## config.mk

```make
export PLATFORM = sky130hd
export DESIGN_NAME = spi_ip_slave_engine_flat
export DESIGN_NICKNAME = d
export VERILOG_FILES = /design/src/rtl/spi_ip_pkg.sv /design/src/rtl/spi_ip_slave_engine_if.sv /design/src/rtl/spi_ip_sync_edge.sv /design/src/rtl/spi_ip_slave_engine.sv /design/src/flat_wrapper.sv
export SDC_FILE = /design/constraint.sdc
export NUM_CORES = 1
export LEC_CHECK = 0
export ABC_AREA = 1
export BUFFER_PORTS_ARGS = -buffer_cell sky130_fd_sc_hd__buf_2
export CAP_MARGIN = 20
export CORE_MARGIN = 1.5
export CORE_UTILIZATION = 45
export CTS_BUF_LIST = sky130_fd_sc_hd__clkbuf_16
export DETAILED_ROUTE_END_ITERATION = 10
export HOLD_SLACK_MARGIN = 0.08
export RECOVER_POWER = 25
export SYNTH_ARGS = -nofsm -noshare
export SYNTH_HDL_FRONTEND = slang
export SYNTH_SLANG_ARGS = --single-unit
```

## constraint.sdc

```tcl
create_clock -name se_clk_i -period 8.3 [get_ports se_clk_i]
set_input_delay 0.83 -clock se_clk_i [delete_from_list [all_inputs] [get_ports se_clk_i]]
set_output_delay 0.83 -clock se_clk_i [all_outputs]
set_load 0.005 [all_outputs]
```

## src/rtl/spi_ip_pkg.sv

```systemverilog
// Shared definitions for the spi_ip responder engine: load-type encodings and
// the frame-sequencer state type.
package spi_ip_pkg;

  // se_load_type_i encoding: bit0 selects word (1) / half-word (0),
  // bit1 selects LSB-first (1) / MSB-first (0).
  localparam logic [1:0] LOAD_HALF_WORD_MSB = 2'b00;
  localparam logic [1:0] LOAD_HALF_WORD_LSB = 2'b10;
  localparam logic [1:0] LOAD_WORD_MSB      = 2'b01;
  localparam logic [1:0] LOAD_WORD_LSB      = 2'b11;

  typedef enum logic [1:0] {
    ST_IDLE  = 2'd0,
    ST_LOAD  = 2'd1,
    ST_SHIFT = 2'd2
  } se_state_e;

endpackage

```

## src/rtl/spi_ip_slave_engine_if.sv

```systemverilog
// Parallel-side port bundle between the responder engine and the register file.
interface spi_ip_slave_engine_if #(
  parameter int PARAM_SR_WIDTH = 16
);
  logic [PARAM_SR_WIDTH-1:0] se_tx_data_i;
  logic                      se_tx_valid_i;
  logic                      se_tx_ready_o;
  logic [PARAM_SR_WIDTH-1:0] se_rx_data_o;
  logic                      se_rx_valid_o;
  logic                      se_underrun_o;
  logic                      se_busy_o;

  // Engine side.
  modport slave (
    input  se_tx_data_i, se_tx_valid_i,
    output se_tx_ready_o, se_rx_data_o, se_rx_valid_o, se_underrun_o, se_busy_o
  );

  // Register-file side.
  modport master (
    output se_tx_data_i, se_tx_valid_i,
    input  se_tx_ready_o, se_rx_data_o, se_rx_valid_o, se_underrun_o, se_busy_o
  );
endinterface

```

## src/rtl/spi_ip_sync_edge.sv

```systemverilog
// Multi-flop synchroniser for an asynchronous pin, with single-cycle rise/fall
// pulses derived from a registered copy of the synchronised level.
module spi_ip_sync_edge #(
  parameter int   STAGES  = 2,
  parameter logic RST_VAL = 1'b0
) (
  input  logic clk_i,
  input  logic rst_i,
  input  logic async_i,
  output logic sync_o,
  output logic rise_o,
  output logic fall_o
);

  logic [STAGES-1:0] r_sync;
  logic              r_prev;
  logic              w_sync;

  assign w_sync = r_sync[STAGES-1];

  // Synchroniser chain plus one-cycle-delayed copy for edge detection.
  always_ff @(posedge clk_i) begin
    if (rst_i) begin
      r_sync <= {STAGES{RST_VAL}};
      r_prev <= RST_VAL;
    end else begin
      // NOTE: non-blocking, so every stage takes its neighbour's old value and the chain really is STAGES flops deep.
      r_sync <= {r_sync[STAGES-2:0], async_i};
      r_prev <= w_sync;
    end
  end

  assign sync_o = w_sync;
  assign rise_o = w_sync & ~r_prev;
  assign fall_o = ~w_sync & r_prev;

endmodule

```

## src/rtl/spi_ip_slave_engine.sv

```systemverilog
// SPI responder engine: synchronises SCK/SS_n/MOSI, shifts a transmit word out
// on MISO and assembles the received word, in all CPOL/CPHA modes, word or
// half-word, MSB- or LSB-first.
module spi_ip_slave_engine
  import spi_ip_pkg::*;
#(
  parameter int PARAM_SR_WIDTH    = 16,
  parameter int PARAM_SYNC_STAGES = 2
) (
  input  logic       se_clk_i,
  input  logic       se_rst_i,
  input  logic       se_sck_i,
  input  logic       se_ss_n_i,
  input  logic       se_mosi_i,
  output logic       se_miso_o,
  output logic       se_miso_oe_o,
  input  logic       se_cpol_i,
  input  logic       se_cpha_i,
  input  logic [1:0] se_load_type_i,
  spi_ip_slave_engine_if.slave se_bus
);

  localparam int W     = PARAM_SR_WIDTH;
  localparam int H     = PARAM_SR_WIDTH / 2;
  localparam int CNT_W = $clog2(PARAM_SR_WIDTH + 1);
  localparam logic [CNT_W-1:0] LEN_WORD = CNT_W'(W);
  localparam logic [CNT_W-1:0] LEN_HALF = CNT_W'(H);

  se_state_e r_state, w_state_next;

  // Synchronised pins and SCK edges.
  logic w_sck, w_sck_rise, w_sck_fall;
  logic w_ss_n, w_ss_rise, w_ss_fall;
  logic [PARAM_SYNC_STAGES-1:0] r_mosi_sync;
  logic w_mosi;
  logic w_unused_sync;

  // Frame configuration captured in LOAD.
  logic r_cpol, r_cpha, r_half, r_lsb;

  // Holding register and shift datapath.
  logic [W-1:0]     r_hold;
  logic             r_hold_full;
  logic [W-1:0]     r_tx_sr;
  logic [W-1:0]     r_rx_sr;
  logic [CNT_W-1:0] r_bit_cnt;

  // Registered outputs.
  logic         r_miso, r_miso_oe, r_rx_valid, r_underrun;
  logic [W-1:0] r_rx_data;

  // Combinational helpers.
  logic             w_lead, w_trail, w_capture, w_launch, w_done, w_oe_next;
  logic [CNT_W-1:0] w_frame_len, w_cnt_next;
  logic [W-1:0]     w_rx_next, w_rx_word, w_tx_fmt;
  logic             w_tx_head, w_first_bit;

  spi_ip_sync_edge #(.STAGES(PARAM_SYNC_STAGES), .RST_VAL(1'b0)) u_sck_sync (
    .clk_i  (se_clk_i),
    .rst_i  (se_rst_i),
    .async_i(se_sck_i),
    .sync_o (w_sck),
    .rise_o (w_sck_rise),
    .fall_o (w_sck_fall)
  );

  // SS_n resets to the deselected level so reset never looks like a select.
  spi_ip_sync_edge #(.STAGES(PARAM_SYNC_STAGES), .RST_VAL(1'b1)) u_ss_sync (
    .clk_i  (se_clk_i),
    .rst_i  (se_rst_i),
    .async_i(se_ss_n_i),
    .sync_o (w_ss_n),
    .rise_o (w_ss_rise),
    .fall_o (w_ss_fall)
  );

  // The FSM works on the SS_n level and on SCK edges only.
  assign w_unused_sync = w_sck ^ w_ss_rise ^ w_ss_fall;

  // MOSI synchroniser, same depth as SCK so data and edge line up.
  always_ff @(posedge se_clk_i) begin
    if (se_rst_i) r_mosi_sync <= '0;
    else          r_mosi_sync <= {r_mosi_sync[PARAM_SYNC_STAGES-2:0], se_mosi_i};
  end
  assign w_mosi = r_mosi_sync[PARAM_SYNC_STAGES-1];

  // Leading edge leaves the CPOL level; CPHA picks which edge captures.
  assign w_lead    = r_cpol ? w_sck_fall : w_sck_rise;
  assign w_trail   = r_cpol ? w_sck_rise : w_sck_fall;
  assign w_capture = (r_state == ST_SHIFT) && (r_cpha ? w_trail : w_lead);
  assign w_launch  = (r_state == ST_SHIFT) && (r_cpha ? w_lead : w_trail);

  // The capture in this cycle is counted before the completion test.
  assign w_frame_len = r_half ? LEN_HALF : LEN_WORD;
  assign w_cnt_next  = r_bit_cnt + {{(CNT_W-1){1'b0}}, w_capture};
  assign w_done      = (r_state == ST_SHIFT) && (w_cnt_next == w_frame_len);

  // A launch drives the bit indexed by the number of captures so far. The
  // tx shifter advances on capture, so its head is always that bit; the
  // redundant launch after the last capture just re-drives the next head.
  assign w_tx_head = r_lsb ? r_tx_sr[0] : r_tx_sr[W-1];

  // Received word including this cycle's capture; LSB-first half-words land
  // in the upper half of the shifter and are moved down on completion.
  always_comb begin
    w_rx_next = r_rx_sr;
    if (w_capture) begin
      w_rx_next = r_lsb ? {w_mosi, r_rx_sr[W-1:1]} : {r_rx_sr[W-2:0], w_mosi};
    end
    w_rx_word = (r_lsb && r_half) ? (w_rx_next >> H) : w_rx_next;
  end

  // Format the holding register for the shifter so the first bit out is
  // always at the head for the chosen bit order; empty gives all zeros.
  always_comb begin
    // NOTE: every always_comb output is assigned a default first, so no path can infer a latch.
    w_tx_fmt = '0;
    if (r_hold_full) begin
      case (se_load_type_i)
        LOAD_HALF_WORD_MSB: w_tx_fmt = {r_hold[H-1:0], {H{1'b0}}};
        LOAD_HALF_WORD_LSB: w_tx_fmt = {{H{1'b0}}, r_hold[H-1:0]};
        default:            w_tx_fmt = r_hold;
      endcase
    end
    w_first_bit = se_load_type_i[1] ? w_tx_fmt[0] : w_tx_fmt[W-1];
  end

  // Next-state and MISO-enable decode.
  always_comb begin
    w_state_next = r_state;
    w_oe_next    = 1'b0;
    case (r_state)
      ST_IDLE: begin
        if (!w_ss_n) w_state_next = ST_LOAD;
      end
      ST_LOAD: begin
        w_state_next = ST_SHIFT;
        w_oe_next    = 1'b1;
      end
      ST_SHIFT: begin
        if (w_done)      w_state_next = w_ss_n ? ST_IDLE : ST_LOAD;
        else if (w_ss_n) w_state_next = ST_IDLE;
        w_oe_next = (w_state_next != ST_IDLE);
      end
      default: w_state_next = ST_IDLE;
    endcase
  end

  // State register.
  always_ff @(posedge se_clk_i) begin
    if (se_rst_i) r_state <= ST_IDLE;
    else          r_state <= w_state_next;
  end

  // Holding register, frame configuration, shifters and output registers.
  always_ff @(posedge se_clk_i) begin
    if (se_rst_i) begin
      // NOTE: data registers are reset as well, because rx data and MISO have defined reset values.
      r_hold      <= '0;
      r_hold_full <= 1'b0;
      r_cpol      <= 1'b0;
      r_cpha      <= 1'b0;
      r_half      <= 1'b0;
      r_lsb       <= 1'b0;
      r_tx_sr     <= '0;
      r_rx_sr     <= '0;
      r_bit_cnt   <= '0;
      r_miso      <= 1'b0;
      r_miso_oe   <= 1'b0;
      r_rx_data   <= '0;
      r_rx_valid  <= 1'b0;
      r_underrun  <= 1'b0;
    end else begin
      r_miso_oe  <= w_oe_next;
      r_rx_valid <= 1'b0;
      r_underrun <= 1'b0;

      if (se_bus.se_tx_valid_i && !r_hold_full) begin
        r_hold      <= se_bus.se_tx_data_i;
        r_hold_full <= 1'b1;
      end

      case (r_state)
        ST_IDLE: r_miso <= 1'b0;
        ST_LOAD: begin
          r_cpol    <= se_cpol_i;
          r_cpha    <= se_cpha_i;
          r_half    <= ~se_load_type_i[0];
          r_lsb     <= se_load_type_i[1];
          r_tx_sr   <= w_tx_fmt;
          r_miso    <= w_first_bit;
          r_rx_sr   <= '0;
          r_bit_cnt <= '0;
          if (r_hold_full) r_hold_full <= 1'b0;
          else             r_underrun  <= 1'b1;
        end
        ST_SHIFT: begin
          if (w_capture) begin
            r_rx_sr   <= w_rx_next;
            r_bit_cnt <= w_cnt_next;
            r_tx_sr   <= r_lsb ? {1'b0, r_tx_sr[W-1:1]} : {r_tx_sr[W-2:0], 1'b0};
          end
          if (w_launch) r_miso <= w_tx_head;
          if (w_done) begin
            r_rx_data  <= w_rx_word;
            r_rx_valid <= 1'b1;
          end
        end
        default: ;
      endcase
    end
  end

  assign se_miso_o            = r_miso;
  assign se_miso_oe_o         = r_miso_oe;
  assign se_bus.se_tx_ready_o = ~r_hold_full;
  assign se_bus.se_rx_data_o  = r_rx_data;
  assign se_bus.se_rx_valid_o = r_rx_valid;
  assign se_bus.se_underrun_o = r_underrun;
  assign se_bus.se_busy_o     = (r_state != ST_IDLE);

endmodule

```

## src/flat_wrapper.sv

```systemverilog
// flat-port wrapper written by rule: the top's interface ports become plain ports
module spi_ip_slave_engine_flat import spi_ip_pkg::*;
#(
  parameter int PARAM_SR_WIDTH    = 16,
  parameter int PARAM_SYNC_STAGES = 2
)
  (se_clk_i, se_rst_i, se_sck_i, se_ss_n_i, se_mosi_i, se_miso_o, se_miso_oe_o, se_cpol_i, se_cpha_i, se_load_type_i, se_bus_se_tx_data_i, se_bus_se_tx_valid_i, se_bus_se_tx_ready_o, se_bus_se_rx_data_o, se_bus_se_rx_valid_o, se_bus_se_underrun_o, se_bus_se_busy_o);
  spi_ip_slave_engine_if #(.PARAM_SR_WIDTH(PARAM_SR_WIDTH)) se_bus_i ();
  input  logic se_clk_i;
  input  logic se_rst_i;
  input  logic se_sck_i;
  input  logic se_ss_n_i;
  input  logic se_mosi_i;
  output logic se_miso_o;
  output logic se_miso_oe_o;
  input  logic se_cpol_i;
  input  logic se_cpha_i;
  input  logic [1:0] se_load_type_i;
  input wire logic [$bits(se_bus_i.se_tx_data_i)-1:0] se_bus_se_tx_data_i;
  input wire logic [$bits(se_bus_i.se_tx_valid_i)-1:0] se_bus_se_tx_valid_i;
  output wire logic [$bits(se_bus_i.se_tx_ready_o)-1:0] se_bus_se_tx_ready_o;
  output wire logic [$bits(se_bus_i.se_rx_data_o)-1:0] se_bus_se_rx_data_o;
  output wire logic [$bits(se_bus_i.se_rx_valid_o)-1:0] se_bus_se_rx_valid_o;
  output wire logic [$bits(se_bus_i.se_underrun_o)-1:0] se_bus_se_underrun_o;
  output wire logic [$bits(se_bus_i.se_busy_o)-1:0] se_bus_se_busy_o;
  assign se_bus_i.se_tx_data_i = se_bus_se_tx_data_i;
  assign se_bus_i.se_tx_valid_i = se_bus_se_tx_valid_i;
  assign se_bus_se_tx_ready_o = se_bus_i.se_tx_ready_o;
  assign se_bus_se_rx_data_o = se_bus_i.se_rx_data_o;
  assign se_bus_se_rx_valid_o = se_bus_i.se_rx_valid_o;
  assign se_bus_se_underrun_o = se_bus_i.se_underrun_o;
  assign se_bus_se_busy_o = se_bus_i.se_busy_o;
  spi_ip_slave_engine #(.PARAM_SR_WIDTH(PARAM_SR_WIDTH), .PARAM_SYNC_STAGES(PARAM_SYNC_STAGES)) u_core (.se_clk_i(se_clk_i), .se_rst_i(se_rst_i), .se_sck_i(se_sck_i), .se_ss_n_i(se_ss_n_i), .se_mosi_i(se_mosi_i), .se_miso_o(se_miso_o), .se_miso_oe_o(se_miso_oe_o), .se_cpol_i(se_cpol_i), .se_cpha_i(se_cpha_i), .se_load_type_i(se_load_type_i), .se_bus(se_bus_i));
endmodule
```

==> results.md <==
Outcome:
- The run finished, with violations left.
- The checks that failed: capacitance limit, slew limit.

Clock network:
- The total setup buffers inserted after CTS is 0.
- The count of instances resized after the clock tree is built is 0.
- After clock tree synthesis, the flow added hold-fix buffers numbering 0.
- CTS saw 87 sinks.
- The clock insertion delay at the later pin of the skew report is 0.34 ns.
- Counting along the longest clock path gives a buffer depth of 2.
- Clock tree synthesis inserted a total of 9 buffers.
- The CTS clock-pin slew for the worst setup and hold paths is 0.06 ns.
- The TritonCTS clock tree is yes.
- The cell chosen for the clock root is sky130_fd_sc_hd__clkbuf_16.
- The H-tree generated during clock tree synthesis spans 3 levels.

Cells and area:
- The most common cell after layout, fill and taps aside is sky130_fd_sc_hd__nand2_1.
- The repair_antennas step left the layout with diodes totalling 0.
- From synthesis to final layout, the design area changed by 13.6%.
- For this run, the post-layout net count is roughly 650.
- The number of non-filler instances in the completed layout is 735.
- The number of fillers in the final layout is approximately 860.
- The final standard cell area without fillers is 0.00468 mm^2.
- The library cells used most frequently in the layout, excluding fill and tap cells, are sky130_fd_sc_hd__nand2_1 (123), sky130_fd_sc_hd__dfxtp_1 (87), sky130_fd_sc_hd__inv_1 (77).
- The post-route netlist has a little under an eighth of its cells at a drive strength greater than 1.

Logic synthesis:
- The top flip-flop cell by instance count after synthesis is sky130_fd_sc_hd__dfxtp_1.
- Synthesis produced a netlist with a net count of about 630.
- For this run, asynchronously set or reset flops after synthesis account for 0%.
- The register bit total from synthesis is 87.
- The mean cell area of the mapped netlist is 6.93 um^2.
- Counting flops with a built-in enable in the synthesized netlist gives 0.
- During synthesis, Yosys emitted a total of 0 warnings.
- The gate count of the mapped netlist is 594.
- The sequential area share after synthesis is about 42%.
- In this run the cell area of the synthesized design comes to 0.00412 mm^2.
- The cell accounting for the most synthesized area is sky130_fd_sc_hd__dfxtp_1.
- In this run, distinct cell masters in the synthesized netlist total 32.
- In the post-synthesis netlist, the biggest area contributors are sky130_fd_sc_hd__dfxtp_1 (42%), sky130_fd_sc_hd__nand2_1 (11%), sky130_fd_sc_hd__a21oi_1 (9.2%).
- In this run the biggest area consumer among cell types represents 42.3% of the synthesized area.

Global route:
- The number of global-route vias before repair came to ~3600.
- The initial antenna violation count is 0.
- The first global-routing pass estimated 16900 um of wire.
- The maximum number of pins on one net before global-route repair is 52.
- Global routing used 21.3% of the available tracks.
- Summed over all layers, the global routing overflow is 0.

Flow run:
- The count of maximum capacitance violations is 1.

Critical path:
- The kind of cell with the highest combined delay along the critical path is simple AND/OR/NAND/NOR gates.
- Counting both buffers and inverters, the worst setup path holds a total of 4.
- The capturing element type of the critical path is a flip-flop.
- The maximum single-stage delay on the critical path is 0.73 ns.
- The data arrival time of the critical path is 4.21 ns.
- In this run the worst path has a maximum fanout of 34.
- STA classifies the critical path startpoint as a flip-flop.
- The signal on the critical path passes through inv_1, ha_1, nand3_2, inv_1, ha_1, ha_1, or2_2, nor3_2, nand2_2, inv_2, nand3_1, nand2_1, inv_1.
- The worst setup path is of the reg2reg kind.
- The data required time of the critical path is around 8.5 ns.
- The cell type of the slowest stage on the worst timing path is sky130_fd_sc_hd__inv_1.

Placed design:
- Including well taps, the total number of placed cells is between 700 and 800.
- The congestion estimate from routability-driven global placement came to approximately 0.86.
- Once detailed placement completed, the half-perimeter wirelength came to 6690 um.
- The number of I/O port buffers is 47.
- The placement-stage cell area is around 0.0043 mm^2.

Floorplanning:
- The y dimension of the die is 98.6 um.
- The die width is 98.6 um.
- The core region area is roughly 0.009 mm^2.
- Row generation in the floorplan step produced 34 rows.
- For this design the top-level I/O count stands at 48.
- The starting density of the core is 46.7%.
- The die covers 0.00973 mm^2.

Detailed routing:
- In the routed layout, each cell is associated on average with a via count of 5.24.
- Across all layers, the routed design uses 3852 vias.
- The detailed-route wire length per cell is 13.5 um.
- The count of TritonRoute iterations in the first routing pass is 6.
- For this run, design rule violations remaining after detail routing come to 0.
- The violation count after the first detailed-routing iteration is 255.
- The routed wire length is 9920 um.
- The detail route stage leaves a number of antenna-violating nets equal to 0.

Power and ir drop:
- Across the VDD grid, the largest voltage drop is roughly 0.16 mV.
- In this run the power density over the cells is 291 mW/mm^2.
- The total design power is between 1 and 1.5 mW.
- Summed over all cells, the static leakage comes to 1.94 nW.

STA:
- The worst clock skew on the final layout is 0.00774 ns.
- The minimum period implied by the final worst setup slack is 3.97 ns.
- Static timing analysis puts the maximum clock frequency at about 250 MHz.
- For the pin with the worst max-slew slack, the measured transition is about 2.3 ns.
- The number of pins with negative max-slew slack in the final report was 52.
- Adding up every negative setup slack in the final design gives 0 ns.
- The post-route clock period utilization is around 48%.
- Setup repair after global routing left no endpoint under its margin.
- The number of hold violations in the final report came to 0.
- On the final layout, the worst hold slack is 0.407 ns.
- The setup-violating endpoint count in the final report is 0.
- In this run the tightest slew margin relative to its limit is -56.0%.

Hold path:
- The class of the most critical hold timing path is reg2reg.
final timing paths:
check                                   startpoint                                         end  slack [ns]  cells after the start
setup / recovery    u_core.r_state[0]$_SDFFE_PP0P_  u_core.se_bus.se_rx_data_o[7]$_SDFFE_PP0P_        4.33                     13
hold / removal    u_core.r_mosi_sync[0]$_SDFF_PP0_            u_core.r_mosi_sync[1]$_SDFF_PP0_        0.41                      2
setup reg to reg    u_core.r_state[0]$_SDFFE_PP0P_  u_core.se_bus.se_rx_data_o[7]$_SDFFE_PP0P_        4.33                     13
hold reg to reg   u_core.r_mosi_sync[0]$_SDFF_PP0_            u_core.r_mosi_sync[1]$_SDFF_PP0_        0.41                      2
cells in the mapped netlist, types with 2 or more instances:
| cell | instances |
|---|---|
| sky130_fd_sc_hd__o21ai_0 | 47 |
| sky130_fd_sc_hd__a21oi_1 | 76 |
| sky130_fd_sc_hd__nand2_1 | 123 |
| sky130_fd_sc_hd__o221ai_1 | 8 |
| sky130_fd_sc_hd__clkbuf_1 | 13 |
| sky130_fd_sc_hd__inv_2 | 3 |
| sky130_fd_sc_hd__dfxtp_1 | 87 |
| sky130_fd_sc_hd__or2_2 | 11 |
| sky130_fd_sc_hd__o21ai_1 | 4 |
| sky130_fd_sc_hd__inv_1 | 75 |
| sky130_fd_sc_hd__buf_1 | 2 |
| sky130_fd_sc_hd__nor2_1 | 53 |
| sky130_fd_sc_hd__o22ai_1 | 12 |
| sky130_fd_sc_hd__o211ai_1 | 8 |
| sky130_fd_sc_hd__a22oi_1 | 2 |
| sky130_fd_sc_hd__ha_1 | 6 |
| sky130_fd_sc_hd__buf_2 | 14 |
| sky130_fd_sc_hd__nand3_1 | 32 |
| sky130_fd_sc_hd__nand4_1 | 5 |
cell type report:
| cell class | instances | area [um^2] | area share [%] |
|---|---|---|---|
| clock inverters | 7 | 114 | 2.43 |
| inverters | 79 | 297 | 6.34 |
| clock buffers | 9 | 225 | 4.81 |
| repair buffers | 48 | 233 | 4.97 |
| well taps | 108 | 135 | 2.89 |
| flip-flops and latches | 87 | 1740 | 37.2 |
| multi-input cells | 397 | 1930 | 41.3 |
per-stage QoR:
step / setup slack [ns] / utilization (%)
after floorplan: 5.57 / -
after global placement: 4.54 / 49.4
after detailed placement: 4.35 / 49.4
after CTS: 4.36 / 53.2
after global routing: 3.82 / 53.1
final: 4.33 / 53.1
sequential cells by signal (all words and copies together) (netlist names), 2 cells and up:
name / cells
u_core.r_tx_sr: 16
u_core.r_rx_sr: 16
u_core.r_mosi_sync: 2
u_core.r_state: 2
u_core.r_hold: 16
u_core.r_bit_cnt: 5
u_core.se_bus.se_rx_data_o: 16
u_core.u_ss_sync.r_sync: 2
u_core.u_sck_sync.r_sync: 2
worst reg2reg max path, stage by stage, from the launching register on:
cell and delay (ns):
sky130_fd_sc_hd__dfxtp_1 0.36, sky130_fd_sc_hd__inv_1 0.14, sky130_fd_sc_hd__ha_1 0.31, sky130_fd_sc_hd__nand3_2 0.50, sky130_fd_sc_hd__inv_1 0.74, sky130_fd_sc_hd__ha_1 0.33, sky130_fd_sc_hd__ha_1 0.26, sky130_fd_sc_hd__or2_2 0.30
sky130_fd_sc_hd__nor3_2 0.17, sky130_fd_sc_hd__nand2_2 0.22, sky130_fd_sc_hd__inv_2 0.29, sky130_fd_sc_hd__nand3_1 0.13, sky130_fd_sc_hd__nand2_1 0.07, sky130_fd_sc_hd__inv_1 0.04
metal layers:
metal  part of all wire [%]  vias to the layer above  track usage (%)
met5                      0                        -                0
met2                     44                       87             32.6
met1                     51                     1757             30.3
met3                    4.2                       10             4.96
li1                       -                     1998                -
met4                    1.0                        0             5.93
report_power, final:
| group | internal, mW | leakage (nW) | total (mW) | switching [mW] |
|---|---|---|---|---|
| sequential | 0.480 | 0.709 | 0.512 | 0.0324 |
| combinational | 0.113 | 1.07 | 0.387 | 0.274 |
| clock | 0.293 | 0.168 | 0.461 | 0.168 |
logic make-up after synthesis:
group | Yosys count | share of synthesized area, %
buffers and inverters | 110 | 10.7
adders and majority gates | 6 | 1.82
DFF | 87 | 42.3
and+or+nand+nor | 230 | 23.6
xor gates and xnor gates | 1 | 0.213
AOI/OAI and AO/OA | 159 | 21.1
muxes | 1 | 0.243
No activity file was read; power rests on OpenSTA's default activity.
